<file path="config.mk">
export PLATFORM = sky130hd
export DESIGN_NAME = rom_arbiter
export DESIGN_NICKNAME = d
export VERILOG_FILES = /design/src/rtl/rom_arbiter.sv
export SDC_FILE = /design/constraint.sdc
export NUM_CORES = 1
export LEC_CHECK = 0
export ABC_AREA = 1
export ABC_CLOCK_PERIOD_IN_PS = 1390
export CAP_MARGIN = 20
export CORE_MARGIN = 8
export CORE_UTILIZATION = 39
export DETAILED_ROUTE_END_ITERATION = 8
export GPL_TIMING_DRIVEN = 0
export HOLD_SLACK_MARGIN = 0.1
export PLACE_DENSITY = 0.88
export SYNTH_ARGS = -nofsm -noshare
export SYNTH_HDL_FRONTEND = slang
export SYNTH_SLANG_ARGS = --single-unit
</file>
<file path="constraint.sdc">
create_clock -name clk -period 1.39 [get_ports clk]
set_input_delay 0.2085 -clock clk [delete_from_list [all_inputs] [get_ports clk]]
set_output_delay 0.2085 -clock clk [all_outputs]
set_load 0.02 [all_outputs]
</file>
<file path="src/rtl/rom_arbiter.sv">
// Round-robin arbiter sharing one synchronous ROM between two read ports.
// Each read is tagged with its port and its word is returned two cycles after the grant.
module rom_arbiter #(
  parameter int AWIDTH = 8,
  parameter int DWIDTH = 16
) (
  input  logic              clk,
  input  logic              rst,
  input  logic              i_req0,
  input  logic [AWIDTH-1:0] i_addr0,
  output logic              o_gnt0,
  output logic              o_rvalid0,
  output logic [DWIDTH-1:0] o_rdata0,
  input  logic              i_req1,
  input  logic [AWIDTH-1:0] i_addr1,
  output logic              o_gnt1,
  output logic              o_rvalid1,
  output logic [DWIDTH-1:0] o_rdata1,
  output logic              o_rom_rd,
  output logic [AWIDTH-1:0] o_rom_raddr,
  input  logic [DWIDTH-1:0] i_rom_rdata
);

  // Handshake: a request is consumed in any cycle its grant is high; responses
  // have no backpressure and pulse rvalid for exactly one cycle.
  logic last;
  logic a_valid;
  logic a_port;

  // last == 1 means port 1 won most recently, so port 0 wins the next contention.
  always_comb begin
    o_gnt0 = 1'b0;
    o_gnt1 = 1'b0;
    if (i_req0 && i_req1) begin
      o_gnt0 = last;
      o_gnt1 = ~last;
    end else begin
      o_gnt0 = i_req0;
      o_gnt1 = i_req1;
    end
  end

  assign o_rom_rd    = o_gnt0 | o_gnt1;
  assign o_rom_raddr = o_gnt1 ? i_addr1 : (o_gnt0 ? i_addr0 : '0);

  always_ff @(posedge clk or posedge rst) begin
    if (rst) begin
      last <= 1'b1;
    end else if (o_rom_rd) begin
      last <= o_gnt1;
    end
  end

  // Stage A covers the ROM's own cycle of latency.
  always_ff @(posedge clk or posedge rst) begin
    if (rst) begin
      a_valid <= 1'b0;
      a_port  <= 1'b0;
    end else begin
      a_valid <= o_rom_rd;
      a_port  <= o_gnt1;
    end
  end

  always_ff @(posedge clk or posedge rst) begin
    if (rst) begin
      o_rvalid0 <= 1'b0;
      o_rvalid1 <= 1'b0;
      o_rdata0  <= '0;
      o_rdata1  <= '0;
    end else begin
      o_rvalid0 <= a_valid & ~a_port;
      o_rvalid1 <= a_valid & a_port;
      if (a_valid && !a_port) o_rdata0 <= i_rom_rdata;
      if (a_valid && a_port)  o_rdata1 <= i_rom_rdata;
    end
  end

endmodule

</file>
==> metrics.md, run 1 <==
| Metric | Value |
|---|---|
| RSZ-0062 raised after global routing | yes |
| Commonest cells post-synth | nand2_1, dfrtp_1, o21ai_0 |
| CP peak stage delay | 540 ps |
| DRT antenna net count | 0 |
| Clk_lat worst skew | 280 ps |
| Post-Syn Area | 1518 µm² |
| Core area | 3716 µm² |
| Share of layout cells above drive strength 1 | 14.23% |
| PwrDens | 1204 nW/µm² |
| Setup Skew | 6.548 ps |
| Final #Nets | 288 |
| Met2 wire length | 2221 µm |
| Area leader, netlist | dfrtp_1 |
| Initial antenna violation count | 0 |
| Async SR Flop Fraction | 100.0% |
| Syn Inst Count | 165 |
| Ant diodes | 0 |
| DRT Pass-1 Iters | 4 |
| DR WL/cell | 14.47 µm |
| Most used DFF post-synth | dfrtp_1 |
| Worst-Margin Slew | 740.2 ps |
| CTS root buf | clkbuf_8 |
| Crit Path Category | reg2out |
| CP Data Arrival Time | 1270 ps |
| Maximum VDD drop | 0.6393 mV |
| Seq/Total Area, Yosys | 61.09% |
| Lkg Pwr | 1.283 nW |
| Tmin final | 1481 ps |
| Met1 WL | 1768 µm |
| Critical path capture point type | output port |
| Max Buffers Root-to-Sink | 2 |
| Hold Fails Final Rpt | 0 |
| Top sig layer | met4 |
| Clk slew on worst S/H paths | 70 ps |
| Detail Placement HPWL | 3429 µm |
| Floorplan row count | 22 |
| Synth cell types | 13 |
| Area grow syn2layout | 61.91% |
| CP required | 1180 ps |
| Critical path origin | last |
| DRC viols | 0 |
| First-pass GRT wire length | 7107 µm |
| Starting DRT DRC Count | 42 |
| FF+latch count, synth | 37 |
| Reg2reg start | a_port |
| Final wirelength | 4356 µm |
| Fillers | 345 |
| Largest net degree at the start of global routing | 21 |
| Max H-tree Level | 2 |
| Critical Path Source Type | flip-flop |
| Power, Total | 2.958 mW |
| Top-count cell post-synth | nand2_1 |
| Die Area | 6143 µm² |
| Maxcap violations | 0 |
| CP Cell Sequence | inv_2 > nand2_4 > nand3_2 > nand2_1 > buf_6 |
| Cts bufs inserted | 5 |
| Overflow after GRT | 0 |
| Initial Utilization | 40.84% |
| Mapped Nets | 201 |
| Warnings, synthesis | 0 |
| All-Layer GR Usage | 14.51% |
| Routed wl met3 | 267 µm |
| Vias in the first global route | 1442 |
| I/O pin count | 81 |
| Vias | 1386 |
| Worst path top cell family by delay | flip-flops |
| Die X | 78.38 µm |
| Final setup viols | 9 |
| Post-layout util | 66.13% |
| Status | complete, but fails checks |
| Via/cell ratio | 4.605 |
| CTS Hold Bufs | 0 |
| Worst Path Buf+Inv | 2 |
| Post-Syn Area per Cell | 9.198 µm² |
| Worst-path fanout max | 8 |
| Failing checks | setup timing |
| Top cells by area, synth | dfrtp_1, nand2_1, o21ai_0 |
| Worst Min Path Start | i_req0 |
| Slew Viols, Final | 0 |
| Number of I/O port buffers | 79 |
| R2R Setup Slk | 380 ps |
| CTS tree | built |
| Max_slew headroom | 50.60% |
| Num Clock Sinks | 37 |
| Final Worst Setup Slack | -91.42 ps |
| GPL Wtd Cong | 0.7357 |
| Fmax | 675.0 MHz |
| Die Height | 78.38 µm |
| Post-synth EDFFs | 0 |
| Slowest cell on crit path | dfstp_2 |
| Hold WC Path Type | in2reg |
| Crit share post-route | 106.6% |
| Top-area cell type share of the netlist area | 59.36% |
-- through the flow --
step | setup WS, ps | hold WS (ps) | setup TNS [ps] | area [µm²] | instances
floorplan | 212.8 | 352.9 | 0 | 1518 | 165
CTS | -84.66 | 291.6 | -729.1 | 2450 | 301
global placement | -572.4 | 465.7 | -20010 | 2369 | 292
global route | -157.5 | 346.8 | -1274 | 2457 | 301
detailed placement | -578.6 | 471.5 | -5330 | 2396 | 293
finish | -91.42 | 305.3 | -668.3 | 2457 | 301
-- final timing paths --
| check | cells after the start | endpoint |
|---|---|---|
| hold / removal | 3 | a_valid |
| max in group asynchronous | 3 | last |
| hold reg to reg | 2 | o_rdata1[1] |
| setup reg to reg | 5 | o_rdata0[6] |
| setup / recovery | 5 | o_rom_raddr[6] |
| min in group asynchronous | 2 | o_rdata1[6] |
-- worst min-delay path: stages --
cell,delay (ps)
buf_2,170
inv_1,90
nand2_1,70
-- cells by family after synthesis --
kind of cell | after synthesis | synth area share [%]
and+or+nand+nor | 62 | 17.15
AOI/OAI and AO/OA | 34 | 11.21
DFF | 37 | 61.09
buffers and inverters | 32 | 10.55
-- sequential cells by signal (all words and copies together), names as in the netlist --
signal,flops
last,1
a_port,1
o_rvalid1,1
o_rvalid0,1
a_valid,1
o_rdata1,16
o_rdata0,16
-- cells in the final DEF (no fill, tap or decap) --
cell type	Yosys	final
clkbuf_8	0	5
inv_1	24	23
nand2_2	3	4
dfstp_2	1	1
nand2_4	0	1
nor2_1	1	1
clkbuf_1	0	1
nand3_1	16	14
clkdlybuf4s50_1	0	33
a21oi_1	2	2
o21ai_0	30	30
nand3_2	0	2
buf_2	2	2
dfrtp_1	36	36
o21ai_1	2	2
dlygate4sd2_1	0	35
inv_2	0	1
nand2_1	42	40
buf_4	2	5
clkinv_2	0	2
buf_6	4	12
buf_16	0	1
-- power breakdown --
| part | leakage [nW] | switching (mW) | internal (mW) |
|---|---|---|---|
| Combinational | 0.789 | 0.541 | 0.397 |
| Sequential | 0.449 | 0.0795 | 1.24 |
| Clock | 0.0450 | 0.352 | 0.347 |
-- repair_timing --
item                                    4_1_cts  5_1_grt
endpoints found under the setup margin       45       10
cloned                                        0        0
pin swaps                                     2        3
resized for setup                           102        2
setup buffers                                 0        0
-- routing by layer --
layer	global-route usage, %	vias to the layer above
met3	4.556	9
li1	-	695
met5	0	-
met1	16.42	634
met4	5.370	0
met2	25.02	48
-- layout make-up --
class | count | area [µm²] | area share [%]
sequential | 37 | 927.1 | 37.73
inverter | 24 | 90.09 | 3.666
clock buffer | 6 | 72.57 | 2.953
multi-input combinational | 96 | 450.4 | 18.33
buffer | 8 | 76.32 | 3.106
timing repair buffer | 80 | 770.7 | 31.36
tap | 48 | 60.06 | 2.444
clock inverter | 2 | 10.01 | 0.4073
(Power assumes the default switching activity.)
==> run 2: changes to the inputs <==
ABC_CLOCK_PERIOD_IN_PS = 1800   (was 1390)
CORE_UTILIZATION = 40   (was 39)
PLACE_DENSITY = 0.82   (was 0.88)
clock period = 1.8 ns   (was 1.39 ns; I/O delays follow)
==> metrics.md, run 2 (synthesis results as in run 1) <==
| Metric | Value |
|---|---|
| Status | finished, final reports clean |
| Post-CTS setup buffer count | 0 |
| Vias | 1401 |
| Reg2reg end | o_rdata0[7] |
| Final wirelength | 4386 µm |
| Initial antenna violation count | 0 |
| Crit Path Category | in2out |
| Worst-path fanout max | 10 |
| Maxcap violations | 0 |
| Worst Path Buf+Inv | 4 |
| CTS Hold Bufs | 0 |
| CP peak stage delay | 490 ps |
| CTS resizes | 15 |
| Floorplan row count | 22 |
| Num Clock Sinks | 37 |
| Detail Placement HPWL | 3498 µm |
| Stages on worst setup path | 5 |
| CTS root buf | clkbuf_8 |
| Final setup viols | 0 |
| Lkg Pwr | 1.201 nW |
| DR WL/cell | 14.57 µm |
| R2R Setup Slk | 780 ps |
| Worst-Margin Slew | 725.2 ps |
| CP required | 1530 ps |
| Post-layout util | 67.81% |
| DP Area | 2396 µm² |
| Max_slew headroom | 51.60% |
| Critical Path Source Type | primary input |
| Hold WC Path Type | in2reg |
| Reg2reg start | a_port |
| Vias in the first global route | 1557 |
| Setup Skew | 11.26 ps |
| Non-Filler Instances | 301 |
| Initial Utilization | 41.46% |
| Final #Nets | 288 |
| Crit share post-route | 95.78% |
| Clk_lat worst skew | 290 ps |
| Die X | 77.60 µm |
| DRC viols | 0 |
| Ant diodes | 0 |
| Max Buffers Root-to-Sink | 2 |
| All-Layer GR Usage | 15.02% |
| DRT antenna net count | 0 |
| CP Data Arrival Time | 1450 ps |
| End of the critical path | o_rom_rd |
| Critical path origin | i_req1 |
| CTS tree | built |
| PwrDens | 1026 nW/µm² |
| Max H-tree Level | 2 |
| Final TNS setup | 0 ps |
| Via/cell ratio | 4.654 |
| Maximum VDD drop | 0.7547 mV |
| Final instance area | 2482 µm² |
| Fmax | 580.0 MHz |
| Hold Fails Final Rpt | 0 |
| Number of I/O port buffers | 79 |
| Die Area | 6021 µm² |
| DRT Pass-1 Iters | 4 |
| Slew Viols, Final | 0 |
| Clk slew on worst S/H paths | 70 ps |
| Critical path capture point type | output port |
| Final Worst Setup Slack | 75.93 ps |
| Starting DRT DRC Count | 64 |
| Tmin final | 1724 ps |
| Worst path top cell family by delay | buffers and inverters |
| Power, Total | 2.546 mW |
| Fillers | 287 |
| Most frequent cells in the layout | clkdlybuf4s50_1, nand2_1, dfrtp_1 |
| CP Cell Sequence | clkdlybuf4s50_1 > clkbuf_4 > inv_1 > nand2_1 > dlygate4sd2_1 |
| GPL Wtd Cong | 0.7331 |
| Area grow syn2layout | 63.56% |
| RSZ-0062 raised after global routing | no |
| Inst Count DP | 293 |
| Core area | 3661 µm² |
| Slowest cell on crit path | clkdlybuf4s50_1 |
| Largest net degree at the start of global routing | 22 |
| Setup WS pre-CTS | -296.3 ps |
| Reg2Reg Depth | 5 |
| Overflow after GRT | 0 |
| WHS | 349.5 ps |
| I/O pin count | 81 |
| First-pass GRT wire length | 7300 µm |
| Commonest non-fill, non-tap cell in the layout | clkdlybuf4s50_1 |
| Share of layout cells above drive strength 1 | 12.65% |
| Cts bufs inserted | 5 |
| Biggest regs | o_rdata0 (16), o_rdata1 (16) |
| Die Height | 77.60 µm |
run 2: changes by cell type in the layout (fill, tap and decap cells not counted), moves of 2 or more:
cell / change
nand3_1: +2
clkdlybuf4s50_1: +35
dlygate4sd2_1: -33
clkinv_2: -2
nand3_2: -2
buf_6: -8
buf_4: -3
clkbuf_2: +8
run 2: worst min path at each step:
stage / start / to / cells after the start
2_1_floorplan: i_rom_rdata[3] / o_rdata1[3] / 2
3_3_place_gp: o_rdata1[2] / o_rdata1[2] / 2
3_5_place_dp: o_rdata0[9] / o_rdata0[9] / 2
4_1_cts: i_req0 / a_valid / 3
5_1_grt: i_req0 / a_valid / 3
6_report: i_req0 / a_valid / 3
run 2: per-layer routing:
metal / vias to the layer above / global-route usage (%) / wire, µm
met5: - / 0 / 0
met4: 0 / 5.660 / 61
met3: 4 / 6.336 / 351
met2: 53 / 26.32 / 2247
met1: 648 / 15.56 / 1726
li1: 696 / - / -
run 2: power breakdown:
group          internal [mW]  total [mW]  switching, mW
logic                  0.371       0.786          0.416
registers              0.959        1.03         0.0663
clock network          0.450       0.735          0.284
run 2: area by class of cell:
class | instances | area (µm²) | share of cell area [%]
flip-flops and latches | 37 | 927.1 | 37.35
multi-input cells | 96 | 435.4 | 17.54
clock inverters | 2 | 37.54 | 1.512
plain buffers | 8 | 72.57 | 2.923
repair buffers | 80 | 777.0 | 31.30
inverters | 24 | 90.09 | 3.629
well taps | 48 | 60.06 | 2.419
clock buffers | 6 | 82.58 | 3.327
run 2: worst reg2reg max path: cells and delay by family, from the launching register on:
family	cells	cell delay (ps)
simple gates	2	160
buf+inv	2	270
compound gates	1	90
flops	1	390
